**config.mk**
```make
export PLATFORM = sky130hd
export DESIGN_NAME = seg_scan_driver_flat
export DESIGN_NICKNAME = d
export VERILOG_FILES = /design/src/rtl/seg_pkg.sv /design/src/rtl/seg_scan_driver_if.sv /design/src/rtl/seg7_decode.sv /design/src/rtl/seg_scan_driver.sv /design/src/flat_wrapper.sv
export SDC_FILE = /design/constraint.sdc
export NUM_CORES = 1
export LEC_CHECK = 0
export CAP_MARGIN = 20
export CORE_MARGIN = 8
export CORE_UTILIZATION = 56
export CTS_BUF_LIST = sky130_fd_sc_hd__clkbuf_4 sky130_fd_sc_hd__clkbuf_8
export DETAILED_ROUTE_END_ITERATION = 8
export HOLD_SLACK_MARGIN = 0.05
export PLACE_DENSITY = 0.81
export SLEW_MARGIN = 20
export SYNTH_ARGS = -nofsm -noshare
export SYNTH_HDL_FRONTEND = slang
export SYNTH_SLANG_ARGS = --single-unit
```
**constraint.sdc**
```tcl
create_clock -name clk -period 2.7 [get_ports clk]
set_input_delay 0.27 -clock clk [delete_from_list [all_inputs] [get_ports clk]]
set_output_delay 0.27 -clock clk [all_outputs]
set_load 0.03 [all_outputs]
```
**src/rtl/seg_pkg.sv**
```systemverilog
// seg_pkg: display codes, segment patterns and buffered display record for the scan driver.
package seg_pkg;
    localparam int NUM_DIGITS = 8;
    localparam logic [3:0] CODE_DASH  = 4'hA;
    localparam logic [3:0] CODE_E     = 4'hB;
    localparam logic [3:0] CODE_N     = 4'hC;
    localparam logic [3:0] CODE_D     = 4'hD;
    localparam logic [3:0] CODE_R     = 4'hE;
    localparam logic [3:0] CODE_BLANK = 4'hF;
    // Segment bit order is {a,b,c,d,e,f,g}
    localparam logic [6:0] SEG_0    = 7'b1111110;
    localparam logic [6:0] SEG_1    = 7'b0110000;
    localparam logic [6:0] SEG_2    = 7'b1101101;
    localparam logic [6:0] SEG_3    = 7'b1111001;
    localparam logic [6:0] SEG_4    = 7'b0110011;
    localparam logic [6:0] SEG_5    = 7'b1011011;
    localparam logic [6:0] SEG_6    = 7'b1011111;
    localparam logic [6:0] SEG_7    = 7'b1110000;
    localparam logic [6:0] SEG_8    = 7'b1111111;
    localparam logic [6:0] SEG_9    = 7'b1111011;
    localparam logic [6:0] SEG_DASH = 7'b0000001;
    localparam logic [6:0] SEG_E    = 7'b1001111;
    localparam logic [6:0] SEG_N    = 7'b0010101;
    localparam logic [6:0] SEG_D    = 7'b0111101;
    localparam logic [6:0] SEG_R    = 7'b0000101;
    localparam logic [6:0] SEG_OFF  = 7'b0000000;
    localparam logic [15:0][6:0] SEG_TABLE = {SEG_OFF, SEG_R, SEG_D, SEG_N, SEG_E, SEG_DASH,
        SEG_9, SEG_8, SEG_7, SEG_6, SEG_5, SEG_4, SEG_3, SEG_2, SEG_1, SEG_0};

    typedef struct packed {
        logic [4*NUM_DIGITS-1:0] digits;
        logic [NUM_DIGITS-1:0]   blank;
        logic [NUM_DIGITS-1:0]   blink;
    } disp_t;

    localparam disp_t DISP_RESET = '{digits: {NUM_DIGITS{CODE_BLANK}}, blank: '1, blink: '0};
endpackage

```
**src/rtl/seg_scan_driver_if.sv**
```systemverilog
// seg_scan_driver_if: display data load bus feeding the scan driver.
interface seg_scan_driver_if;
    logic [31:0] digits;
    logic [7:0]  blank_mask;
    logic [7:0]  blink_mask;
    logic        load;
    modport master(output digits, blank_mask, blink_mask, load);
    modport slave(input digits, blank_mask, blink_mask, load);
endinterface

```
**src/rtl/seg7_decode.sv**
```systemverilog
// seg7_decode: 4-bit display code to {a..g} segment pattern, forced dark when requested.
module seg7_decode
    import seg_pkg::*;
(
    input  logic [3:0] code,
    input  logic       dark,
    output logic [6:0] seg
);
    assign seg = dark ? SEG_OFF : SEG_TABLE[code];
endmodule

```
**src/rtl/seg_scan_driver.sv**
```systemverilog
// seg_scan_driver: time-multiplexes eight buffered digits onto one 7-segment bus,
// swapping in new data only at frame boundaries and blinking selected digits.
module seg_scan_driver
    import seg_pkg::*;
#(
    parameter int SCAN_DIV     = 4,
    parameter int BLINK_FRAMES = 2
) (
    input  logic clk,
    input  logic rst,
    seg_scan_driver_if.slave bus,
    output logic a, b, c, d, e, f, g,
    output logic com1, com2, com3, com4, com5, com6, com7, com8,
    output logic frame_start
);
    localparam int PW = $clog2(SCAN_DIV);
    localparam int FW = $clog2(BLINK_FRAMES + 1);

    logic [PW-1:0] pre_cnt;
    logic [2:0]    idx;
    logic [FW-1:0] frame_cnt;
    logic          blink_phase, pend;
    disp_t         shadow, active, din;
    logic [6:0]    seg_next, seg_q;
    logic [7:0]    com_q;
    logic          term, frame_edge, dark;
    logic [3:0]    code;

    assign din        = '{digits: bus.digits, blank: bus.blank_mask, blink: bus.blink_mask};
    assign term       = pre_cnt == PW'(SCAN_DIV - 1);
    assign frame_edge = term && idx == 3'd7;
    assign code       = active.digits[{idx, 2'b00} +: 4];
    assign dark       = active.blank[idx] | (active.blink[idx] & blink_phase);

    seg7_decode u_dec (.code(code), .dark(dark), .seg(seg_next));

    always_ff @(posedge clk) begin
        if (rst) begin
            pre_cnt     <= '0;
            idx         <= '0;
            frame_cnt   <= '0;
            blink_phase <= 1'b0;
            pend        <= 1'b0;
            shadow      <= DISP_RESET;
            active      <= DISP_RESET;
            seg_q       <= SEG_OFF;
            com_q       <= '1;
            frame_start <= 1'b0;
        end else begin
            pre_cnt     <= term ? '0 : pre_cnt + 1'b1;
            idx         <= term ? idx + 3'd1 : idx;
            seg_q       <= seg_next;
            com_q       <= ~(8'b1 << idx);
            frame_start <= frame_edge;
            if (bus.load)
                shadow <= din;
            // A load landing on the frame edge bypasses the shadow so no stale copy is swapped in
            if (frame_edge) begin
                pend <= 1'b0;
                if (bus.load)
                    active <= din;
                else if (pend)
                    active <= shadow;
                frame_cnt   <= (frame_cnt == FW'(BLINK_FRAMES - 1)) ? '0 : frame_cnt + 1'b1;
                blink_phase <= (frame_cnt == FW'(BLINK_FRAMES - 1)) ? ~blink_phase : blink_phase;
            end else if (bus.load) begin
                pend <= 1'b1;
            end
        end
    end

    assign {a, b, c, d, e, f, g} = seg_q;
    assign {com8, com7, com6, com5, com4, com3, com2, com1} = com_q;
endmodule

```
**src/flat_wrapper.sv**
```systemverilog
// flat-port wrapper written by rule: the top's interface ports become plain ports
module seg_scan_driver_flat import seg_pkg::*;
#(
    parameter int SCAN_DIV     = 4,
    parameter int BLINK_FRAMES = 2
)
  (clk, rst, a, b, c, d, e, f, g, com1, com2, com3, com4, com5, com6, com7, com8, frame_start, bus_digits, bus_blank_mask, bus_blink_mask, bus_load);
  seg_scan_driver_if bus_i ();
  input  logic clk;
  input  logic rst;
  output logic a;
  output logic b;
  output logic c;
  output logic d;
  output logic e;
  output logic f;
  output logic g;
  output logic com1;
  output logic com2;
  output logic com3;
  output logic com4;
  output logic com5;
  output logic com6;
  output logic com7;
  output logic com8;
  output logic frame_start;
  input wire logic [$bits(bus_i.digits)-1:0] bus_digits;
  input wire logic [$bits(bus_i.blank_mask)-1:0] bus_blank_mask;
  input wire logic [$bits(bus_i.blink_mask)-1:0] bus_blink_mask;
  input wire logic [$bits(bus_i.load)-1:0] bus_load;
  assign bus_i.digits = bus_digits;
  assign bus_i.blank_mask = bus_blank_mask;
  assign bus_i.blink_mask = bus_blink_mask;
  assign bus_i.load = bus_load;
  seg_scan_driver #(.SCAN_DIV(SCAN_DIV), .BLINK_FRAMES(BLINK_FRAMES)) u_core (.clk(clk), .rst(rst), .bus(bus_i), .a(a), .b(b), .c(c), .d(d), .e(e), .f(f), .g(g), .com1(com1), .com2(com2), .com3(com3), .com4(com4), .com5(com5), .com6(com6), .com7(com7), .com8(com8), .frame_start(frame_start));
endmodule
```
# Yosys cells after proc, flatten, opt, wreduce, memory -nomap -nowiden
# Memory sizes are Yosys's and may differ from the RTL's. A register that Yosys moved wholly into a read port is not among the register bits.
# Index checks and enable logic that the tools add are counted.
[word_totals]
ff_bits = 114
rom_bits = 112
inputBits = 51
wordCells = 41
mem_count = 1
[op_classes]
addsub = 3
magnitude_cmp = 1
n_eq_ne = 3
shift = 2
muxes = 7
bitwise_logic = 4
n_reduce_logical = 7
[memory_table]
columns = ["name", "depth", "width", "read_ports", "rd_clocked_by_memory_dff", "write_ports", "line_no", "text"]
rows = [
  ["(name not given)", 16, 7, 1, 1, 0, "seg7_decode.sv:9", "assign seg = dark ? SEG_OFF : SEG_TABLE[code];"],
]
[ops]
columns = ["cell", "count"]
rows = [
  ["$mux 48", 2],
  ["$shiftx 32x6->4", 1],
  ["$not 8->8", 1],
  ["$shl 1x3->8 const A", 1],
  ["$bmux 1 s3", 2],
  ["$reduce_or 2->1", 3],
  ["$add 2x1->2 const B", 2],
  ["$lt 3x4->1 const B", 1],
  ["$reduce_and 2->1", 2],
  ["$add 3x1->3 const B", 1],
  ["$eq 3x3->1 const B", 1],
  ["$eq 2x1->1 const B", 1],
  ["$eq 2x2->1 const B", 1],
  ["$mux 1", 2],
  ["$mux 2", 1],
  ["$reduce_bool 2->1", 1],
  ["$and 1x1->1", 1],
  ["$logic_and 1x1->1", 1],
  ["$not 1->1", 1],
  ["$or 1x1->1", 1],
]

# Depth between registers and ports, before layout
# Gate-level depths: netlist of run 1.
[logic_depth]
word_depth = 5
ltp_mapped = 10
ltp_nobuf = 8

# Modules after synthesis
# A second synthesis of run 1 with hierarchy kept.
[unflattened]
cells_unflattened = 469
area_unflattened_um2 = 4969.8
[modules_own_cells]
columns = ["module", "n_inst", "cells_each", "area_per_inst_um2", "seq_area_each_um2"]
rows = [
  ["seg_scan_driver", 1, 433, 4664.5, 2422.3],
  ["seg7_decode", 1, 36, 305.3, 0.0],
]

# Worst setup path before layout of run 1
# Ideal clock, no wire load.
[synth_path]
kind = "register -> register"
start = "register u_core.idx[0]"
end = "register u_core.seg_q[1]"
setup_ns = 0.070
arrival_ns = 2.275
required_ns = 2.630
slack_ns = 0.354
path_stages_with_launch = 8
n_path_buf = 1
path_cell_list = "dfxtp_1 buf_6 mux4_2 mux2i_1 inv_1 ha_1 or3_1 a21oi_1"
[synth_between]
elab_chain_len = 5
[synth_rtl]
columns = ["item", "line_no", "text"]
rows = [
  ["start, declared", "seg_scan_driver.sv:20", "logic [2:0] idx;"],
  ["start signal, assigned", "seg_scan_driver.sv:51", "idx <= term ? idx + 3'd1 : idx;"],
  ["$bmux 1 s3", "seg_scan_driver.sv:33", "assign dark = active.blank[idx] | (active.blink[idx] & blink_phase);"],
  ["$mux 1 (not written as such)", "seg_scan_driver.sv:33", ""],
  ["$and 1x1->1", "seg_scan_driver.sv:33", ""],
  ["$or 1x1->1", "seg_scan_driver.sv:33", ""],
  ["$reduce_or 2->1 (no line)", "n/a", ""],
  ["end, declared", "seg_scan_driver.sv:24", "logic [6:0] seg_next, seg_q;"],
]
# Parallel ways exist; a longest one is shown, timed or not. The select of a mux whose other input is x is not followed.
# A chain may end at the register's enable or synchronous reset.

# Worst setup path after layout of run 1
[layout_path]
start = "register u_core.idx[0]"
end = "register u_core.active[37] in the netlist's numbering"
[layout_between]
elab_chain_len = 3
[layout_rtl]
columns = ["item", "line_no", "text"]
rows = [
  ["$eq 3x3->1", "seg_scan_driver.sv:31", "assign frame_edge = term && idx == 3'd7;"],
  ["$logic_and 1x1->1", "seg_scan_driver.sv:31", ""],
  ["$reduce_and 2->1 (no line)", "n/a", ""],
  ["end signal, assigned", "seg_scan_driver.sv:61", "active <= din;"],
  ["end signal, assigned", "seg_scan_driver.sv:63", "active <= shadow;"],
  ["end, declared", "seg_scan_driver.sv:23", "disp_t shadow, active, din;"],
]
# No other way between the ends.

==> run_results.csv, run 1 <==
group,metric,value,unit
sta,period_minus_slack,2.41,ns
place,io_buffers,66,
cts,cts_resized,0,
sta,slew_viol_final,0,
place,dp_hpwl,6580,um
yosys,netlist_instances,441,
die,dieArea,11800,sq um
worst_setup_path,slowest_delay,0.63,ns
route,via_per_inst,5.41,
cts,cts.sink_count,121,
grt,grt_max_degree,81,
sta,fin_crit_sh,89.3,%
yosys,synth.distinct_cells,34,
worst_setup_path,worstPathRequired,2.99,ns
route,ant_nets,0,
yosys,synth_nets,506,
grt,grt_pass1_vias,3402,
cts,cts_tree,"done",
outcome,status,"finished clean",
layout,area_delta_synth_final,24.7,%
worst_setup_path,r2r_cells,7,
place,place.gp.congestion,0.766,
hold_path,hp-class,"in -> reg",
worst_setup_path,cp_max_fo,80,
grt,grt_antenna_before_repair,0,
grt,grt_first_pass_wirelength,16300,um
cts,clockBufferDepth,2,
yosys,synth-seq-cells,121,
sta,worst_pin_slew,0.707,ns
die,io-pin-count,67,
route,remaining_drc_errors,0,
worst_setup_path,cp_top_family,"flip-flops",
worst_setup_path,crit_buf_inv,2,
grt,grt_remaining_overflow,0,
layout,final_cell_mix,"121 x dfxtp_1, 68 x nor2_1, 64 x clkdlybuf4s50_1",
cts,numCtsBuffers,17,
sta,finalSetupTns,0,ns
yosys,synth-edff-count,0,
route,wirelength,9820,um
cts,postCtsSetupRepairBufs,0,
power,p_leak,2.37,nW
yosys,syn_area_per_cell,10.9,sq um
yosys,synth.area.top_cells,"dfxtp_1 50%, mux2i_1 12%, a211o_1 7.3%",
sta,skew,0.0108,ns
die,rows,34,
layout,final_util,70.4,%
worst_setup_path,endpoint_kind,"flop",
hold_path,hp-start,"bus_load",
layout,drive_gt1_share,13.1,%
die,initial_core_util,56.5,%
worst_setup_path,cp.arrival,2.71,ns
yosys,ys.flop_type,"dfxtp_1",
layout,final_common_cell,"dfxtp_1",
yosys,async_flop_share,0,%
layout,fill_cells,631,
hold_path,hold_end,"u_core.pend$_SDFFE_PP0P_",
sta,fmax,0.415,GHz
cts,cts_htree_levels,4,
cts,cts.hold.buffers_added,0,
die,core,8550,sq um
sta,setup_viol,0,
worst_setup_path,reg2reg_from,"u_core.idx[0]$_SDFFE_PP0P_",
worst_setup_path,crit_chain,"buf_4, ha_1, ha_1, nand2_1, or2_2, buf_12, a211o_1",
run,cap_violations,0,
yosys,yosysTopAreaCellShare,50.2,%
cts,root_buffer,"clkbuf_8",
sta,hold_viol_final,0,
die,die_w,109,um
power,irDropWorstVdd,0.392,mV
grt,track_usage,17.4,%
yosys,ys_seq_area_share,50.2,%
worst_setup_path,cp_num_cells,7,
route,drtIter0Drc,136,
cts,path_clk_slew,0.07,ns
worst_setup_path,reg2reg_to,"u_core.active[37]$_SDFFE_PP1P_",
worst_setup_path,crit_path_top_delay_cell,"dfxtp_1",
die,die_h,109,um
sta,rsz0062_at_grt,"no",
route,via_count,3387,
layout,antenna_cells,0,
layout,layout.nets,570,
yosys,synth_area_leader_cell,"dfxtp_1",
worst_setup_path,cp-start-kind,"flop",
power,powerDensity,659,nW/um^2
route,first_pass_iters,4,
worst_setup_path,path_common_cell,"ha_1",
cts,worstSkewPairLatency,0.42,ns
hold_path,min_delay_path_depth,3,
route,routedWlPerCell,15.7,um
yosys,synth_warnings,0,
yosys,synthesis.area,4830,sq um
worst_setup_path,regToRegSetupSlack,0.29,ns
sta,relSlewSlack,52.9,%
worst_setup_path,path_class,"reg -> reg",
==> synthesized netlist by cell type (3+ instances only) <==
| master | instances |
|---|---|
| dfxtp_1 | 121 |
| nor2_1 | 68 |
| mux2i_1 | 57 |
| nand2b_1 | 42 |
| a211o_1 | 40 |
| clkbuf_1 | 24 |
| ha_1 | 14 |
| mux4_2 | 12 |
| nand2_1 | 12 |
| a211oi_1 | 11 |
| inv_1 | 5 |
| a21oi_1 | 3 |
| buf_1 | 3 |
| buf_2 | 3 |
| buf_6 | 3 |
==> cell families (layout without fill, tap and decap cells) <==
group | count (synthesis) | in the layout | share of synthesized area, %
simple gates | 133 | 133 | 13.5
xor+xnor | 2 | 2 | 0.363
compound gates | 59 | 59 | 10.4
buf+inv | 40 | 117 | 3.73
fa+ha+maj | 14 | 14 | 3.63
flops | 121 | 121 | 50.2
mux | 72 | 72 | 18.2
==> report_power, final <==
part           switching, mW  internal [mW]  leakage (nW)
combinational          0.130          0.149          1.16
clock                  0.703           1.13         0.221
sequential            0.0193           1.84         0.989
total                  0.853           3.11          2.37
==> tightest hold or removal path: cells and delay by family <==
kind,cells,cell delay [ns]
AND/OR/NAND/NOR,2,0.24
buffers and inverters,1,0.13
==> sequential cells by signal, summed over array words and instances, names as in the netlist <==
register and flops:
u_core.active 48, u_core.blink_phase 1, u_core.com_q 8, u_core.frame_cnt 2, u_core.frame_start 1, u_core.idx 3
u_core.pend 1, u_core.pre_cnt 2, u_core.seg_q 7, u_core.shadow 48
==> per-layer routing <==
layer,routed length [um],vias up,global-route usage [%]
met5,0,-,0
met3,598,12,4.85
met4,146,0,7.04
met2,4670,103,28.0
li1,-,1667,-
met1,4410,1605,21.7
==> layout make-up <==
cell class	count	area, sq um	share of cell area, %
multi-input combinational	280	2230	37.0
tap	108	135	2.24
sequential	121	2420	40.2
clock buffer	19	255	4.24
timing repair buffer	79	761	12.6
clock inverter	13	200	3.32
inverter	6	22.5	0.374
==> how the worst max path moves through the flow <==
stage,startpoint,to,slack (ns)
final,u_core.idx[0]$_SDFFE_PP0P_,u_core.active[37]$_SDFFE_PP1P_,0.29
after floorplan,u_core.idx[0]$_SDFFE_PP0P_,u_core.seg_q[1]$_SDFF_PP0_,0.35
after detailed placement,u_core.idx[0]$_SDFFE_PP0P_,u_core.seg_q[2]$_SDFF_PP0_,0.34
after global placement,u_core.idx[0]$_SDFFE_PP0P_,u_core.seg_q[2]$_SDFF_PP0_,0.42
after global routing,u_core.idx[0]$_SDFFE_PP0P_,u_core.active[37]$_SDFFE_PP1P_,0.12
after CTS,u_core.idx[0]$_SDFFE_PP0P_,u_core.active[37]$_SDFFE_PP1P_,0.30
==> per-stage QoR <==
stage | setup WS, ns | hold slack (ns) | total power [mW] | instance area [sq um] | std cells
floorplan | 0.354 | 0.404 | 2.06 | 4830 | 441
global placement | 0.424 | 0.412 | 2.17 | 5570 | 594
detailed placement | 0.343 | 0.419 | 2.18 | 5570 | 594
CTS | 0.305 | 0.267 | 3.99 | 6020 | 626
global route | 0.124 | 0.335 | 4.10 | 6020 | 626
finish | 0.288 | 0.270 | 3.97 | 6020 | 626
(Power assumes the default switching activity.)
==> run 2, diff against run 1 <==
MAX_ROUTING_LAYER = met4   (was default)
==> run 2 against run 1 <==
Against the previous run: non-clock buffer count did not move; final area did not move; clock skew fell by 0.0038 ns; wire length fell by 0.52%; critical endpoint unchanged; final cell count did not move; sequential power barely moved; core utilization did not move; critical path type unchanged.
==> run_results.csv, run 2 (synthesis results as in run 1) <==
group,metric,value,unit
outcome,status,"finished clean",
worst_setup_path,r2r_cells,7,
sta,period_minus_slack,2.39,ns
cts,numCtsBuffers,17,
grt,grt_remaining_overflow,0,
grt,grt_first_pass_wirelength,16300,um
sta,finalSetupTns,0,ns
route,routedWlPerCell,15.6,um
cts,root_buffer,"clkbuf_8",
layout,design_area,6020,sq um
worst_setup_path,worstPathRequired,2.99,ns
layout,area_delta_synth_final,24.7,%
worst_setup_path,reg2reg_to,"u_core.active[37]$_SDFFE_PP1P_",
place,io_buffers,66,
place,dp_hpwl,6580,um
cts,cts_tree,"done",
sta,hold_viol_final,0,
cts,cts_htree_levels,4,
layout,final_cell_mix,"121 x dfxtp_1, 68 x nor2_1, 64 x clkdlybuf4s50_1",
layout,layout.nets,570,
power,powerDensity,658,nW/um^2
route,wirelength,9770,um
cts,cts.sink_count,121,
place,place.gp.congestion,0.776,
cts,clockBufferDepth,2,
sta,relSlewSlack,52.7,%
grt,grt_antenna_before_repair,0,
route,first_pass_iters,4,
die,die_h,109,um
layout,antenna_cells,0,
hold_path,hp-start,"bus_load",
sta,rsz0062_at_grt,"no",
route,via_count,3343,
worst_setup_path,path_class,"reg -> reg",
worst_setup_path,reg2reg_from,"u_core.idx[0]$_SDFFE_PP0P_",
die,core,8550,sq um
hold_path,hp-class,"in -> reg",
hold_path,min_delay_path_depth,3,
die,io-pin-count,67,
cts,postCtsSetupRepairBufs,0,
layout,final_cells,626,
grt,grt_pass1_vias,3402,
worst_setup_path,cp_max_fo,80,
die,die_w,109,um
power,irDropWorstVdd,0.387,mV
sta,fmax,0.419,GHz
route,ant_nets,0,
run,cap_violations,0,
sta,setup_viol,0,
worst_setup_path,endpoint_kind,"flop",
grt,grt_max_degree,81,
worst_setup_path,cp.arrival,2.68,ns
route,remaining_drc_errors,0,
sta,skew,0.00702,ns
layout,drive_gt1_share,13.1,%
grt,track_usage,18.0,%
place,place_area,5570,sq um
cts,cts_resized,0,
cts,cts.hold.buffers_added,0,
layout,top_regs,"u_core.active (48), u_core.shadow (48), u_core.com_q (8)",
power,p_leak,2.37,nW
sta,fin_crit_sh,88.4,%
sta,slew_viol_final,0,
die,rows,34,
worst_setup_path,cp-start-kind,"flop",
sta,worst_pin_slew,0.709,ns
die,dieArea,11800,sq um
place,place_inst,594,
hold_path,hold_end,"u_core.pend$_SDFFE_PP0P_",
worst_setup_path,regToRegSetupSlack,0.31,ns
route,drtIter0Drc,165,
route,via_per_inst,5.34,
die,initial_core_util,56.5,%
cts,path_clk_slew,0.07,ns
cts,worstSkewPairLatency,0.41,ns
layout,final_common_cell,"dfxtp_1",
## run 2: routing by layer
layer,wire length (um),share of wire [%],vias to the layer above,track usage (%)
met5,0,0,-,-
met4,119,1.2,0,7.33
met3,513,5.3,11,4.37
met2,4630,47,86,27.9
met1,4500,46,1578,22.1
li1,-,-,1668,-
## run 2: worst max-delay path by stage
stage                                           from                              to
final                     u_core.idx[0]$_SDFFE_PP0P_  u_core.active[37]$_SDFFE_PP1P_
after global routing      u_core.idx[0]$_SDFFE_PP0P_  u_core.active[37]$_SDFFE_PP1P_
after CTS                 u_core.idx[0]$_SDFFE_PP0P_  u_core.active[37]$_SDFFE_PP1P_
after detailed placement  u_core.idx[0]$_SDFFE_PP0P_      u_core.seg_q[2]$_SDFF_PP0_
after global placement    u_core.idx[0]$_SDFFE_PP0P_      u_core.seg_q[2]$_SDFF_PP0_
after floorplan           u_core.idx[0]$_SDFFE_PP0P_      u_core.seg_q[1]$_SDFF_PP0_
## run 2: layout make-up
cell class              count  area, sq um
flip-flops and latches    121         2420
well taps                 108          135
clock inverters            13          200
clock buffers              19          255
fillers                   631         2530
repair buffers             79          761
multi-input cells         280         2230
inverters                   6         22.5
## run 2: worst max-delay path, cell delays in order, from the launching register on
cell and delay [ns]:
dfxtp_1 0.63, buf_4 0.21, ha_1 0.18, ha_1 0.20
nand2_1 0.14, or2_2 0.34, buf_12 0.21, a211o_1 0.34
## run 2: where the power goes
part | internal (mW) | switching, mW | leakage, nW
clock | 1.13 | 0.697 | 0.221
sequential | 1.84 | 0.0190 | 0.989
combinational | 0.149 | 0.130 | 1.16
total | 3.11 | 0.847 | 2.37
## run 2: metrics by stage
| stage | total power, mW | hold slack [ns] | setup slack, ns | util (%) |
|---|---|---|---|---|
| after floorplan | 2.06 | 0.404 | 0.354 | - |
| after global placement | 2.17 | 0.412 | 0.424 | 65.1 |
| after CTS | 3.99 | 0.267 | 0.305 | 70.4 |
| final | 3.96 | 0.277 | 0.312 | 70.4 |
| after global routing | 4.10 | 0.336 | 0.128 | 70.4 |
| after detailed placement | 2.18 | 0.419 | 0.343 | 65.1 |
